File: src/rtl/signed_mult8.sv
// 8x8 two's-complement multiplier: magnitudes are multiplied by an 8-step
// shift-add loop, then the sign is applied. Fixed 10-cycle occupancy per operation.
module signed_mult8 (
  input  logic        clk,
  input  logic        rst,
  input  logic        start,
  input  logic [7:0]  a,
  input  logic [7:0]  b,
  output logic [15:0] product,
  output logic        busy,
  output logic        done,
  output logic [1:0]  state_dbg
);

  typedef enum logic [1:0] {
    IDLE = 2'd0,
    RUN  = 2'd1,
    SIGN = 2'd2,
    OUT  = 2'd3
  } state_t;

  state_t      state;
  logic [7:0]  mag_a;
  logic [7:0]  mag_b;
  logic        neg;
  logic [15:0] acc;
  logic [2:0]  cnt;

  // Handshake: start is only sampled in IDLE (busy=0); a start seen while
  // busy=1 is dropped. done is a one-cycle pulse in the cycle product becomes
  // valid, and product then holds until the next operation reaches SIGN.
  always_ff @(posedge clk or posedge rst) begin
    if (rst) begin
      state   <= IDLE;
      mag_a   <= '0;
      mag_b   <= '0;
      neg     <= 1'b0;
      acc     <= '0;
      cnt     <= '0;
      product <= '0;
      done    <= 1'b0;
    end else begin
      done <= 1'b0;
      case (state)
        IDLE: begin
          if (start) begin
            // 0x80 negates to 0x80, which reads correctly as unsigned 128
            mag_a <= a[7] ? (~a + 8'd1) : a;
            mag_b <= b[7] ? (~b + 8'd1) : b;
            neg   <= a[7] ^ b[7];
            acc   <= '0;
            cnt   <= '0;
            state <= RUN;
          end
        end
        RUN: begin
          if (mag_b[cnt]) begin
            acc <= acc + ({8'd0, mag_a} << cnt);
          end
          cnt <= cnt + 3'd1;
          if (cnt == 3'd7) begin
            state <= SIGN;
          end
        end
        SIGN: begin
          product <= neg ? (~acc + 16'd1) : acc;
          done    <= 1'b1;
          state   <= OUT;
        end
        OUT: begin
          state <= IDLE;
        end
        default: begin
          state <= IDLE;
        end
      endcase
    end
  end

  assign busy      = (state != IDLE);
  assign state_dbg = state;

endmodule

File: config.mk
export PLATFORM = sky130hd
export DESIGN_NAME = signed_mult8
export DESIGN_NICKNAME = d
export VERILOG_FILES = /design/src/rtl/signed_mult8.sv
export SDC_FILE = /design/constraint.sdc
export NUM_CORES = 1
export LEC_CHECK = 0
export ABC_AREA = 1
export BUFFER_PORTS_ARGS = -buffer_cell sky130_fd_sc_hd__buf_2
export CELL_PAD_IN_SITES_DETAIL_PLACEMENT = 2
export CELL_PAD_IN_SITES_GLOBAL_PLACEMENT = 2
export CORE_UTILIZATION = 37
export DETAILED_ROUTE_END_ITERATION = 12
export PLACE_DENSITY = 0.88
export SKIP_CTS_REPAIR_TIMING = 1
export SLEW_MARGIN = 20
export SYNTH_ARGS = -nofsm -noshare
export SYNTH_HDL_FRONTEND = slang
export SYNTH_SLANG_ARGS = --single-unit
File: constraint.sdc
create_clock -name clk -period 4.93 [get_ports clk]
set_clock_uncertainty 0.1 [all_clocks]
set_input_delay 0.7395 -clock clk [delete_from_list [all_inputs] [get_ports clk]]
set_output_delay 0.7395 -clock clk [all_outputs]
set_load 0.03 [all_outputs]
==> impl_metrics.tcl, run 1 <==
set metrics [dict create \
    synth_fa_ha_area_frac 0.07854 \
    area_growth_pct 10.82 \
    place.gp.congestion 0.8809 \
    rsz0062_at_grt "false" \
    cp-end-kind "flop" \
    worst_pin_slew_ps 747.0 \
    fmax_mhz 319.1 \
    wirelength_mm 12.57 \
    clock_path_buffers 2 \
    pre_cts_ws_ps 1898 \
    slew_violations 0 \
    cts_htree_levels 2 \
    synthMuxAreaShare 0.01022 \
    slew_headroom 0.5020 \
    fp.dieW_um 104.9 \
    hold_path_class "flop to flop" \
    dieArea_um2 11010 \
    path_clk_slew_ps 110 \
    synth-xor-area-share 0.04917 \
    fin_crit_sh 0.6357 \
    cts_made_buffers 5 \
    synth_compound_area_frac 0.1335 \
    first_global_vias 4295 \
    syn_nets 587 \
    crit_arrival_ps 3260 \
    core_area_um2 10280 \
    initial_core_util 0.3813 \
    hold_viol 0 \
    setup_viol 0 \
    synth_top_family_by_area "simple AND/OR/NAND/NOR gates" \
    num_vias 3777 \
    grt_pass1_wl_mm 21.62 \
    drtIter0Drc 140 \
    worstPathMaxFanout 19 \
    wl_per_cell_um 17.62 \
    status "finished clean" \
    path_class "flop to flop" \
    worst_ir_drop_vdd_mv 0.2491 \
    syn_avg_cell_area_um2 7.204 \
    ys_types 40 \
    syn_area_um2 3919 \
    cts_sinks 55 \
    dpl_cell_area_um2 4207 \
    fin_ws_ps 1796 \
    ys_seq_area_frac 0.3512 \
    cap_violations 0 \
    antenna_found_initial 0 \
    dp_hpwl_mm 9.611 \
    grt_remaining_overflow 0 \
    fin_setup_tns_ps 0 \
    ys_ff_latch 55 \
    slowest_delay_ps 810 \
    pwr_density_cell_nw_per_um2 696.3 \
    p_total_mw 3.024 \
    syn_inst 544 \
    clk_latency_ps 330 \
    drive_gt1_frac 0.1213 \
    p_leak_nw 2.231 \
    ys_warn_count 0 \
    nNetsFinal 619 \
    rows 37 \
    cp_common_cell "nand2_1" \
    fp.dieH_um 104.9 \
    cts-root-buf "clkbuf_8" \
    synth-simple-area-share 0.2947 \
    port-buffer-count 38 \
    cp-start-kind "flop" \
    ant_nets 0 \
    grt_use_total 0.2474 \
    tritoncts "done" \
    vias_per_cell 5.297 \
    remaining_drc_errors 0 \
    grt_max_degree 56 \
    crit_path_cell_trace "o21ai_0 -> nand2_1 -> o21ai_0 -> nand2_1 -> o31ai_1 -> ha_1 -> a21oi_1 -> nand2_1 -> a21oi_1 -> nand2_1 -> inv_1 -> nor2_1 -> nor2_1 -> nor2_1" \
    io-pin-count 39 \
    cp.required_ps 5060 \
    drt_pass1_iterations 4 \
    fin_crit_ps 3134 \
    design_area_um2 4343 \
    n_antenna_cell 0 \
    cp_slowest_cell "dfrtp_1" \
]
[layout by cell type, fill, tap and decap left out, types with 2 or more instances in the layout]
cell type,netlist,layout
a21oi_1,19,19
o21bai_1,3,3
o21ai_1,6,6
o22ai_1,6,6
a31oi_1,5,5
nor2_2,2,2
nand4_1,4,4
clkbuf_8,0,5
nand3_2,4,4
dfrtp_1,55,55
nand3_1,35,35
xor2_1,15,15
bufinv_16,0,2
nor2_1,38,38
ha_1,23,23
nor3_1,8,8
mux2i_1,4,4
inv_1,58,57
buf_2,4,38
nand2_2,3,3
o21ai_2,3,3
nand3b_1,4,4
inv_2,3,4
xnor2_1,7,7
nand2_1,165,165
o21ai_0,48,48
[critical path, delay by kind of cell, from the launching register on]
family / cells / cell delay [ps]
DFF: 1 / 810
adders and majority gates: 1 / 400
and+or+nand+nor: 7 / 680
buffers and inverters: 1 / 70
AOI/OAI and AO/OA: 5 / 990
[cells by family (layout without fill, tap and decap cells)]
family	Yosys count	count (layout)
multiplexers	4	4
XOR/XNOR	22	22
AO/OA/AOI/OAI	94	94
adder cells (fa/ha/maj)	24	24
flip-flops	55	55
AND/OR/NAND/NOR	268	268
buffers and inverters	77	110
[cell type report]
class | instances | area, µm²
fill | 1273 | 5934
multi-input combinational | 412 | 2218
sequential | 55 | 1376
inverter | 63 | 244.0
timing repair buffer | 39 | 197.7
tap | 136 | 170.2
clock buffer | 5 | 68.82
clock inverter | 3 | 67.56
[report_power, final]
| group | internal [mW] | total, mW | switching [mW] |
|---|---|---|---|
| Sequential | 0.633 | 0.853 | 0.220 |
| Combinational | 0.586 | 1.80 | 1.21 |
| Clock | 0.203 | 0.376 | 0.173 |
[worst paths after layout]
| path | start | end | slack [ps] | depth (start not counted) |
|---|---|---|---|---|
| max in group asynchronous | rst | acc[10] | 3730 | 3 |
| max reg2reg | cnt[0] | acc[15] | 1800 | 14 |
| max | cnt[0] | acc[15] | 1800 | 14 |
| min reg2reg | product[13] | product[13] | 390 | 2 |
| min in group asynchronous | rst | mag_b[2] | 510 | 3 |
| min | product[13] | product[13] | 390 | 2 |
[registers in the layout (all words and copies together) (netlist names)]
register and flops:
acc 16, done 1, mag_a 8, cnt 3
mag_b 8, neg 1, product 16, state_dbg 2
[Yosys cell counts]
library cell / n / area share
nand2_4: 1 / 0.0029
clkbuf_1: 6 / 0.0057
inv_1: 58 / 0.056
nor2_2: 2 / 0.0032
xnor2_1: 7 / 0.016
nor3_1: 8 / 0.010
nand2_1: 165 / 0.16
buf_4: 1 / 0.0019
o21ai_1: 6 / 0.0077
o41ai_1: 1 / 0.0022
dfrtp_1: 55 / 0.35
fa_1: 1 / 0.0051
nand3_2: 4 / 0.010
nand4_1: 4 / 0.0064
and3_1: 1 / 0.0016
a31oi_1: 5 / 0.0080
nand3b_1: 4 / 0.0077
a21oi_1: 19 / 0.024
or2_2: 1 / 0.0016
nand3_1: 35 / 0.045
inv_4: 1 / 0.0016
clkbuf_4: 1 / 0.0019
o21a_1: 1 / 0.0019
o21bai_1: 3 / 0.0057
o21ai_0: 48 / 0.061
nor3_2: 1 / 0.0026
o22ai_1: 6 / 0.0096
nand2_2: 3 / 0.0048
o21ai_2: 3 / 0.0067
o41ai_2: 1 / 0.0042
inv_2: 3 / 0.0029
o31ai_1: 1 / 0.0019
xor2_1: 15 / 0.034
nand3_4: 1 / 0.0045
buf_6: 2 / 0.0057
buf_2: 4 / 0.0051
inv_6: 1 / 0.0022
mux2i_1: 4 / 0.010
ha_1: 23 / 0.073
nor2_1: 38 / 0.036
[metrics by stage]
step,instances,utilization,hold WS [ps]
after floorplan,544,-,351.8
after global placement,705,0.4093,356.8
after detailed placement,705,0.4093,366.5
after CTS,713,0.4226,395.7
after global routing,713,0.4226,414.9
final,713,0.4226,388.2
[metal layers]
layer / global-route usage / vias up / routed length (µm)
li1: - / 1841 / -
met2: 0.4484 / 35 / 6368
met4: 0.06137 / 0 / 159
met5: 0 / - / 0
met1: 0.3103 / 1891 / 5803
met3: 0.02994 / 10 / 234
No activity file was read; power rests on OpenSTA's default activity.
==> inputs of run 2 (changes only) <==
CORE_UTILIZATION = 31   (was 37)
PLACE_DENSITY = 0.79   (was 0.88)
clock period = 2.6 ns   (was 4.93 ns; I/O delays follow)
==> run 2 against run 1 <==
Against the previous run: the flow now finishes with violations (hold timing, setup timing); first-iteration DRC count shrank 14%; core utilization fell by 1.6 points; count of clock-buffer cells in the layout is the same; via count is 7.4% higher; largest power group unchanged.
==> impl_metrics.tcl, run 2 (same netlist as run 1, synthesis figures left out) <==
set metrics [dict create \
    status "finished with violations" \
    violations "hold timing, setup timing" \
    num_vias 4056 \
    cts_made_buffers 5 \
    power_frac_comb 0.649 \
    rsz0062_at_grt "true" \
    grt_use_total 0.2206 \
    clock_path_buffers 2 \
    wirelength_mm 15.23 \
    dp_cells 762 \
    ant_nets 0 \
    initial_core_util 0.3222 \
    cp.required_ps 2690 \
    io-pin-count 39 \
    power.share.sequential 0.222 \
    antenna_found_initial 0 \
    reg2reg_from "cnt[0]" \
    drtIter0Drc 121 \
    cp-start-kind "flop" \
    fin_hold_ws_ps -10.32 \
    place.gp.congestion 0.7948 \
    fin_ws_ps -234.7 \
    grt_pass1_wl_mm 22.26 \
    p_sw_frac 0.5099 \
    cap_violations 0 \
    fin_crit_ps 2835 \
    fmax_mhz 352.8 \
    cp-end-kind "flop" \
    worstPathMaxFanout 6 \
    drive_gt1_frac 0.2545 \
    first_global_vias 4362 \
    wl_per_cell_um 19.41 \
    largestRegisters "acc (16), product (16)" \
    dieArea_um2 13090 \
    p_int_mw 3.469 \
    path_clk_slew_ps 80 \
    hold_viol 19 \
    dp_hpwl_mm 10.67 \
    nNetsFinal 659 \
    worst_pin_slew_ps 597.8 \
    path_class "flop to flop" \
    crit_arrival_ps 2920 \
    remaining_drc_errors 0 \
    final_cell_mix "151 x nand2_1, 54 x dfrtp_1, 52 x inv_1, 39 x buf_2, 36 x buf_4" \
    clk_latency_ps 320 \
    fin_setup_tns_ps -443.6 \
    p_leak_nw 2.491 \
    core_area_um2 12160 \
    area_growth_pct 26.15 \
    cts_sinks 55 \
    rows 40 \
    pre_cts_ws_ps -176.7 \
    setup_viol 5 \
    grt_remaining_overflow 0 \
    startpoint "cnt[0]" \
    mostFrequentLayoutCell "nand2_1" \
    drt_pass1_iterations 4 \
    n_antenna_cell 0 \
    layout.cells.non_filler 785 \
    tritoncts "done" \
    vias_per_cell 5.167 \
    final_util 0.4065 \
    fp.dieW_um 114.4 \
    port-buffer-count 38 \
    switchingPower_mw 3.610 \
    clockPowerShare 0.129 \
    slew_violations 0 \
    cts-root-buf "clkbuf_16" \
    hold_path_class "input pin to asynchronous set/reset pin" \
    pwr_density_cell_nw_per_um2 1432 \
    slew_headroom 0.6011 \
    worst_ir_drop_vdd_mv 0.3628 \
    fp.dieH_um 114.4 \
    fillers 1440 \
    cts_htree_levels 2 \
    grt_max_degree 28 \
    fin_crit_sh 1.090 \
]
run 2: cell count changes in the layout (fill, tap and decap cells not counted), sizes merged:
cell	before	now
buf	39	79
inv	63	61
clkinvlp	1	2
clkinv	0	1
run 2: final timing paths:
check	end	slack [ps]	depth (start not counted)
setup / recovery	acc[14]	-230	15
hold / removal	neg	-10	2
setup reg to reg	acc[14]	-230	15
hold reg to reg	product[14]	380	2
max in group asynchronous	cnt[0]	1750	3
min in group clk	mag_b[7]	190	2
run 2: per-layer routing:
layer | up-vias | part of all wire | track usage
met2 | 80 | 0.54 | 0.4242
met4 | 0 | 0.034 | 0.07359
met1 | 2028 | 0.40 | 0.2468
met3 | 39 | 0.028 | 0.03123
li1 | 1909 | - | -
met5 | - | 0 | 0
run 2: cell type report:
class | instances | area (µm²) | share of cell area
multi-input combinational | 412 | 2396 | 0.4847
sequential | 55 | 1378 | 0.2787
timing repair buffer | 79 | 519.2 | 0.1050
inverter | 63 | 247.7 | 0.05011
tap | 168 | 210.2 | 0.04252
clock buffer | 5 | 125.1 | 0.02531
clock inverter | 3 | 67.56 | 0.01367
run 2: through the flow:
step / power (mW) / area (µm²) / hold WS, ps
floorplan: 4.069 / 3919 / 351.8
finish: 7.079 / 4943 / -10.32
detailed placement: 5.407 / 4447 / 339.3
global placement: 5.144 / 4447 / 321.3
CTS: 6.397 / 4639 / -2.121
global route: 7.609 / 4943 / 23.16
run 2: power by group through the flow:
stage	combinational (mW)	sequential, mW	clock (mW)
floorplan	2.39	1.68	0
CTS	3.91	1.55	0.929
global route	5.04	1.62	0.958
detailed placement	3.84	1.57	0
global placement	3.61	1.54	0
finish	4.60	1.57	0.911
run 2: worst max-delay path: stages (launching register included):
cell and delay, ps:
dfrtp_2 450, buf_6 150, mux2i_4 250, nor2_2 50, a31oi_1 230, mux2i_1 140
ha_1 390, nand2_1 120, inv_1 90, nand2_1 100, nor3_2 140, nand2_1 120
nand2_1 80, nand2_1 70, nand3_1 120, nand2_1 110
